### config.mk
export PLATFORM = sky130hd
export DESIGN_NAME = mem_arbiter
export DESIGN_NICKNAME = d
export VERILOG_FILES = /design/src/rtl/mem_arb_pkg.sv /design/src/rtl/mem_arb_pick.sv /design/src/rtl/mem_arbiter.sv
export SDC_FILE = /design/constraint.sdc
export NUM_CORES = 1
export LEC_CHECK = 0
export BUFFER_PORTS_ARGS = -buffer_cell sky130_fd_sc_hd__buf_2
export CAP_MARGIN = 10
export CELL_PAD_IN_SITES_DETAIL_PLACEMENT = 1
export CELL_PAD_IN_SITES_GLOBAL_PLACEMENT = 2
export CORE_MARGIN = 2
export CORE_UTILIZATION = 21
export DETAILED_ROUTE_END_ITERATION = 10
export GPL_TIMING_DRIVEN = 1
export PLACE_DENSITY = 0.8
export SLEW_MARGIN = 20
export SYNTH_ARGS = -nofsm -noshare
export SYNTH_HDL_FRONTEND = slang
export SYNTH_HIERARCHICAL = 1
export SYNTH_SLANG_ARGS = --single-unit
### constraint.sdc
create_clock -name clk -period 2.4 [get_ports clk]
set_input_delay 0.24 -clock clk [delete_from_list [all_inputs] [get_ports clk]]
set_output_delay 0.24 -clock clk [all_outputs]
set_load 0.005 [all_outputs]
### src/rtl/mem_arb_pkg.sv
// Shared definitions for the two-port data-memory arbiter.
//   state_t      : arbiter ownership state (IDLE / OWN0 / OWN1)
//   P0, P1       : port index constants used to index grant vectors
//   ADDR_W_DEF   : default word-address width
//   DATA_W_DEF   : default data width
package mem_arb_pkg;

  typedef enum logic [1:0] {
    IDLE = 2'd0,
    OWN0 = 2'd1,
    OWN1 = 2'd2
  } state_t;

  localparam int unsigned P0 = 0;
  localparam int unsigned P1 = 1;

  localparam int unsigned ADDR_W_DEF = 8;
  localparam int unsigned DATA_W_DEF = 32;

endpackage

### src/rtl/mem_arb_pick.sv
// Combinational winner select for the data-memory arbiter.
// Optional feature macro: MEM_ARB_ROUND_ROBIN_EN (round-robin tie-break when
// both ports request in IDLE; otherwise port 0 has fixed priority).
// Ports:
//   req          in  [1:0] request vector, bit N = port N
//   state        in        current ownership state; OWNx restricts eligibility to port x
//   last         in        index of the most recently granted port
//   favour_other in        set in the cycle after a forced lock release; the
//                          port that lost the lock yields to the other one
//   gnt          out [1:0] one-hot (or zero) winner vector
module mem_arb_pick
  import mem_arb_pkg::*;
(
  input  logic [1:0] req,
  input  state_t     state,
  input  logic       last,
  input  logic       favour_other,
  output logic [1:0] gnt
);

  logic [1:0] elig;
  logic       use_last;

  always_comb begin
`ifdef MEM_ARB_ROUND_ROBIN_EN
    use_last = 1'b1;
`else
    // Fixed priority, except right after a timeout when the aborted port
    // (recorded in last) must give way.
    use_last = favour_other;
`endif

    elig = req;
    case (state)
      OWN0:    elig = req & 2'b01;
      OWN1:    elig = req & 2'b10;
      default: elig = req;
    endcase

    gnt = elig;
    if (elig == 2'b11) begin
      gnt = (use_last && !last) ? 2'b10 : 2'b01;
    end
  end

endmodule

### src/rtl/mem_arbiter.sv
// Two-port arbiter sharing the data memory between the processor (port 0)
// and a loader/debug master (port 1). One access per cycle, registered read
// data with latency 1, locked bursts with a forced-release timeout.
// Optional feature macro: MEM_ARB_ROUND_ROBIN_EN (see mem_arb_pick).
// Ports:
//   clk, rst                 clock; synchronous active-low reset
//   pN_req/wr/lock/addr/wdata port N request, direction, burst lock, address, write data
//   pN_gnt                   combinational grant (access performed this edge)
//   pN_rvalid/pN_rdata       registered read response
//   lock_abort               1-cycle pulse after a lock timed out
//   mem_wr/addr/wdata/rdata  data memory interface (combinational read)
module mem_arbiter
  import mem_arb_pkg::*;
#(
  parameter int unsigned ADDR_W   = ADDR_W_DEF,
  parameter int unsigned DATA_W   = DATA_W_DEF,
  parameter int unsigned LOCK_MAX = 16
) (
  input  logic              clk,
  input  logic              rst,
  input  logic              p0_req,
  input  logic              p0_wr,
  input  logic              p0_lock,
  input  logic [ADDR_W-1:0] p0_addr,
  input  logic [DATA_W-1:0] p0_wdata,
  output logic              p0_gnt,
  output logic              p0_rvalid,
  output logic [DATA_W-1:0] p0_rdata,
  input  logic              p1_req,
  input  logic              p1_wr,
  input  logic              p1_lock,
  input  logic [ADDR_W-1:0] p1_addr,
  input  logic [DATA_W-1:0] p1_wdata,
  output logic              p1_gnt,
  output logic              p1_rvalid,
  output logic [DATA_W-1:0] p1_rdata,
  output logic              lock_abort,
  output logic              mem_wr,
  output logic [ADDR_W-1:0] mem_addr,
  output logic [DATA_W-1:0] mem_wdata,
  input  logic [DATA_W-1:0] mem_rdata
);

  localparam int unsigned     CW       = $clog2(LOCK_MAX);
  localparam logic [CW-1:0]   CNT_LAST = CW'(LOCK_MAX - 1);

  state_t        state, state_nx;
  logic          last, last_nx;
  logic [CW-1:0] cnt, cnt_nx;
  logic          abort_nx;
  logic          own_lock;
  logic [1:0]    pick;
  logic [1:0]    gnt;

  mem_arb_pick u_pick (
    .req          ({p1_req, p0_req}),
    .state        (state),
    .last         (last),
    .favour_other (lock_abort),
    .gnt          (pick)
  );

  assign gnt    = rst ? pick : '0;
  assign p0_gnt = gnt[P0];
  assign p1_gnt = gnt[P1];

  always_comb begin
    mem_addr  = p0_addr;
    mem_wdata = p0_wdata;
    mem_wr    = 1'b0;
    if (gnt[P1]) begin
      mem_addr  = p1_addr;
      mem_wdata = p1_wdata;
      mem_wr    = p1_wr;
    end else if (gnt[P0]) begin
      mem_wr    = p0_wr;
    end
  end

  always_comb begin
    state_nx = state;
    cnt_nx   = cnt;
    abort_nx = 1'b0;
    last_nx  = (|gnt) ? gnt[P1] : last;
    own_lock = (state == OWN1) ? p1_lock : p0_lock;

    case (state)
      IDLE: begin
        // In the cycle after a timeout the aborted port (== last) may be
        // granted but cannot take the lock again.
        if (gnt[P0] && p0_lock && !(lock_abort && !last)) begin
          state_nx = OWN0;
          cnt_nx   = CW'(1);
        end else if (gnt[P1] && p1_lock && !(lock_abort && last)) begin
          state_nx = OWN1;
          cnt_nx   = CW'(1);
        end
      end
      OWN0, OWN1: begin
        if (!own_lock) begin
          state_nx = IDLE;
          cnt_nx   = '0;
        end else if (cnt == CNT_LAST) begin
          state_nx = IDLE;
          cnt_nx   = '0;
          abort_nx = 1'b1;
          last_nx  = (state == OWN1);
        end else begin
          cnt_nx   = cnt + 1'b1;
        end
      end
      default: begin
        state_nx = IDLE;
        cnt_nx   = '0;
      end
    endcase
  end

  always_ff @(posedge clk) begin
    if (!rst) begin
      state      <= IDLE;
      last       <= 1'b1;
      cnt        <= '0;
      lock_abort <= 1'b0;
      p0_rvalid  <= 1'b0;
      p1_rvalid  <= 1'b0;
      p0_rdata   <= '0;
      p1_rdata   <= '0;
    end else begin
      state      <= state_nx;
      last       <= last_nx;
      cnt        <= cnt_nx;
      lock_abort <= abort_nx;
      p0_rvalid  <= gnt[P0] & ~p0_wr;
      p1_rvalid  <= gnt[P1] & ~p1_wr;
      if (gnt[P0] && !p0_wr) p0_rdata <= mem_rdata;
      if (gnt[P1] && !p1_wr) p1_rdata <= mem_rdata;
    end
  end

endmodule

==> Word level (Yosys, flattened, before mapping) <==
Cells that the tools add are included.
{ "totals": {"ff_bits": 74, "inputBits": 120, "output_inout_bits": 110} }
{ "op_classes": {"n_addsub": 1, "eq_ne": 6, "mux": 24, "n_bitwise": 4, "n_reduce_logical": 18} }
{ "op_table": {"columns": ["operator", "count"], "rows": [
  ["32-bit two-way mux", 1],
  ["4-bit two-way mux", 4],
  ["2-bit two-way mux", 7],
  ["1-bit logical AND", 8],
  ["1-bit two-way mux", 8],
  ["8-bit two-way mux", 1],
  ["2-bit one-hot mux with 2 select lines", 2],
  ["4-bit one-hot mux with 2 select lines", 1],
  ["3-bit inequality test (second input constant)", 2],
  ["1-bit zero test", 5],
  ["4-bit by 1-bit adder with 4-bit output (second input constant)", 1],
  ["2-bit equality test (second input constant)", 2],
  ["4-bit equality test (second input constant)", 1],
  ["2-bit OR reduction", 2],
  ["3-bit AND reduction", 1],
  ["1-bit AND", 2],
  ["2-bit by 1-bit equality test with 1-bit output (second input constant)", 1],
  ["2-bit zero test", 1],
  ["1-bit inverter", 2],
  ["2-bit AND reduction", 1]
]} }

==> Depth between registers and ports, before layout <==
{ "depth": {"ltp_word": 10, "ltp_mapped": 10} }

==> Modules after synthesis <==
Netlist, hierarchy kept.
{ "by_module_without_submodules": {"columns": ["module", "instances", "cells_each", "area_per_inst_um2", "seq_area_each_um2"], "rows": [
  ["mem_arbiter", 1, 389, 3296.9, 1481.4],
  ["mem_arb_pick", 1, 9, 71.3, 0.0]
]} }

==> Worst setup path before layout <==
Ideal clock, no wire load.
{ "synth_timing": {"path_type": "register to output", "from": "register state[0]", "to": "output port mem_addr[0]", "t_arrival_ns": 1.672, "required_ns": 2.160, "path_slack_ns": 0.488, "path_stages_with_launch": 8, "path_buffers": 1, "path_cell_list": "dfxtp_1 inv_1 ha_1 o21a_1 o21a_1 nand2_4 buf_2 mux2_2"} }
{ "synth_between": {"elab_chain_len": 6, "word_cells_on_any_way": 7, "cone_classes": "3 x eq/ne; 4 x mux"} }
{ "synth_lines": {"columns": ["item", "line_no", "rtl"], "rows": [
  ["from (decl)", "mem_arbiter.sv:47", "state_t state, state_nx;"],
  ["from (signal assigned)", "mem_arbiter.sv:130", "state <= state_nx;"],
  ["2-bit equality test / 2-bit by 1-bit equality test with 1-bit output (equally long branches)", "mem_arb_pick.sv:34", "case (state)"],
  ["2-bit one-hot mux with 2 select lines (*)", "mem_arb_pick.sv:34", null],
  ["2-bit equality test", "mem_arb_pick.sv:41", "if (elig == 2'b11) begin"],
  ["2-bit two-way mux (*)", "mem_arb_pick.sv:41", null],
  ["via pick[1]", "mem_arbiter.sv:52", "logic [1:0] pick;"],
  ["2-bit two-way mux (*)", "mem_arbiter.sv:63", "assign gnt = rst ? pick : '0;"],
  ["8-bit two-way mux (*)", "mem_arbiter.sv:71", "if (gnt[P1]) begin"],
  ["to (decl)", "mem_arbiter.sv:39", "output logic [ADDR_W-1:0] mem_addr,"]
]} }
The timed path passes the listed nets; every way through them passes the cells marked *.

==> Worst setup path after layout <==
{ "layout_timing": {"from": "register state[0]", "to": "output port mem_wdata[26]"} }
{ "layout_between": {"elab_chain_len": 6, "word_cells_on_any_way": 7, "cone_classes": "3 x eq/ne; 4 x mux"} }
{ "layout_lines": {"columns": ["item", "line_no", "rtl"], "rows": [
  ["2-bit equality test / 2-bit by 1-bit equality test with 1-bit output (equally long branches)", "mem_arb_pick.sv:34", null],
  ["2-bit one-hot mux with 2 select lines (*)", "mem_arb_pick.sv:34", null],
  ["2-bit equality test", "mem_arb_pick.sv:41", null],
  ["2-bit two-way mux (*)", "mem_arb_pick.sv:41", null],
  ["via pick[1]", "mem_arbiter.sv:52", null],
  ["2-bit two-way mux (*)", "mem_arbiter.sv:63", null],
  ["32-bit two-way mux (*)", "mem_arbiter.sv:71", null],
  ["to (decl)", "mem_arbiter.sv:40", "output logic [DATA_W-1:0] mem_wdata,"]
]} }
Marked as above.

==> results.ini <==
[worst_hold_path]
hold_class = in2reg
min_to = p0_rdata[12]$_SDFFE_PN0P_
hold_path_depth = 3
min_from = mem_rdata[12]

[worst_setup_path]
reg2reg_slack_ns = 0.32
r2r-end = cnt[2]$_SDFFE_PN0P_
worstRegToRegCells = 10
cp.arrival_ns = 2.09
path_max_fanout = 10
crit_path_end_kind = output port
critPathKind = reg2out
critPathLaunch = state[0]$_SDFFE_PN0P_
crit_path_start_kind = register
rr_startpoint = state[1]$_SDFFE_PN0P_
required_ns = 2.16

[synthesis]
syn_inst = 398
synthSimpleGateAreaFrac_pct = 20.32
synth_top_family_by_area = simple AND/OR/NAND/NOR gates
synth_top_area_share_pct = 43.98
synth-main-ff-cell = dfxtp_1
synth_top_area_cell = dfxtp_1
seq_area_frac_synth_pct = 43.98
synth_edf_count = 0
syn_nets = 524
yosys_warnings = 6
synth_xor_area_share_pct = 0
avgSynthCellArea_um2 = 8.463
synth_area_leaders = dfxtp_1, nand2_1, mux2_2
synth-seq-cells = 74
netlist_area_um2 = 3368
ys_types = 43
synthArstFlopShare_pct = 0
synth_adder_area_share_pct = 2.229
synth_mux_area_share_pct = 13.97
synth_compound_area_share_pct = 14.67

[floorplanning]
die_w_um = 130.6
core_area_um2 = 15770
dieArea_um2 = 17070
dieHeight_um = 130.6
fp-row-count = 46
ios = 230
initial_utilization_pct = 21.36

[final_layout]
layout-drive-gt1-share_pct = 50.40
design_area_um2 = 5164
area_delta_synth_final_pct = 53.31
fin_nets = 751
fillers = 1980
antenna_cells = 0

[clocking]
cts_sinks = 74
clk_path_buf_depth = 2
cts_tree = done
insertion_delay_ns = 0.33
clk_pin_slew_ns = 0.06
cts_root_buffer = clkbuf_16
cts.hold.buffers_added = 0
numCtsBuffers = 9
ctsHtreeMaxLevel = 3

[drt]
vias = 3609
routed_wl_um = 12750
viasPerCell = 4.271
wl_per_cell_um = 15.09
drc = 0
drt_iter0_markers = 74
ant_nets = 0
dr.pass1.iters = 4

[timing]
max_freq_mhz = 429.2
period_minus_slack_ns = 2.330
relSlewSlack_pct = 63.13
layout_setup_ws_ns = 0.06982
finalHoldViolCount = 0
timing.final.crit_share_pct = 97.09
finalMaxSlewViolations = 0
setup_viol = 0
worstMarginPinSlew_ns = 0.5531
clock_skew_ns = 0.003900

[placed_design]
post-place-ws_ns = 0.1838
place_hpwl_um = 9590
gp_congestion = 0.7615
portBuffers = 229
dpl-instance-area_um2 = 4742

[flow_run]
drv_cap = 0

[global_route]
grt_pass1_vias = 3751
grt_use_total_pct = 14.01
antenna_found_initial = 1
grt_pass1_wl_um = 18700
overflow = 0
grt_max_degree = 66

[outcome]
status = completed

[power_and_ir_drop]
p_leak_nw = 2.416
ir_drop_uv = 419.2
p_per_area_nw_per_um2 = 786.9
total_power_mw = 4.063

-- how the worst max path moves through the flow --
stage,endpoint,slack (ns)
floorplan,mem_addr[0],0.49
global placement,mem_wr,0.28
detailed placement,cnt[0]$_SDFFE_PN0P_,0.18
CTS,mem_wdata[2],-0.01
global route,mem_wdata[24],-0.0005
finish,mem_wdata[26],0.07
-- where the power goes --
group          internal, mW  switching, mW  total, mW
sequential             1.39         0.0977       1.49
combinational         0.707          0.688       1.39
clock                 0.687          0.491       1.18
-- Yosys cell counts, drive strengths merged (2+ instances only) --
| master | n |
|---|---|
| nand2 | 136 |
| dfxtp | 74 |
| o21ai | 68 |
| mux2 | 40 |
| buf | 16 |
| clkbuf | 10 |
| inv | 7 |
| ha | 6 |
| nand3 | 5 |
| a21oi | 4 |
| nor2 | 4 |
| o21a | 3 |
| a32o | 2 |
| and3 | 2 |
| mux2i | 2 |
| nand2b | 2 |
| nor2b | 2 |
-- sequential cells by signal (all words and copies together) (netlist names) --
name and cells:
cnt 4, p0_rdata 32, last 1, state 2
p1_rdata 32, p0_rvalid 1, lock_abort 1, p1_rvalid 1
-- final cells by class --
cell class / instances / area, um^2 / area share [%]
flip-flops and latches: 74 / 1486 / 28.79
multi-input cells: 290 / 1773 / 34.33
inverters: 8 / 31.28 / 0.6058
clock inverters: 4 / 20.02 / 0.3877
well taps: 216 / 270.3 / 5.234
clock buffers: 11 / 232.7 / 4.507
repair buffers: 242 / 1350 / 26.14
-- stage by stage --
stage / utilization [%] / hold WS, ns / instances / setup TNS (ns)
after floorplan: - / 0.3486 / 398 / 0
final: 32.74 / 0.1220 / 845 / 0
after detailed placement: 30.07 / 0.4428 / 822 / 0
after CTS: 32.58 / 0.1071 / 844 / -0.01821
after global routing: 32.74 / 0.1302 / 845 / -0.0004949
after global placement: 30.07 / 0.4333 / 822 / 0
-- worst max-delay path, stage by stage, from the launching register on --
cell and delay (ns):
dfxtp_2 0.34, inv_2 0.05, ha_4 0.23, o21a_1 0.19
o21a_1 0.15, nand2_4 0.15, clkbuf_16 0.20, mux2_2 0.33
buf_2 0.13
-- per-layer routing --
layer	up-vias	part of all wire, %	GRT usage (%)
met1	1698	42	16.62
met4	2	0.78	2.566
met3	12	6.3	4.520
met2	106	51	25.00
met5	-	0.086	0
li1	1791	-	-
-- what timing repair did --
item,in CTS,in global routing
gates cloned,2,1
endpoints found under the setup margin,41,41
resized for setup,8,9
pin swaps,4,3
setup buffers,5,2
-- placed cells by master, fill, tap and decap left out, types with 5 or more instances in the layout --
cell type,netlist,layout
buf_2,11,226
buf_4,5,7
clkbuf_16,0,10
clkinv_2,1,5
dfxtp_1,74,72
mux2_2,40,38
nand2_1,135,135
o21ai_0,55,55
o21ai_1,12,12
-- logic make-up (layout without fill, tap and decap cells) --
group                    after synthesis  count (layout)
AO/OA/AOI/OAI                         84              84
multiplexers                          42              42
flip-flops                            74              74
AND/OR/NAND/NOR                      158             158
buffers and inverters                 34             265
adder cells (fa/ha/maj)                6               6
No activity file was read; power rests on OpenSTA's default activity.
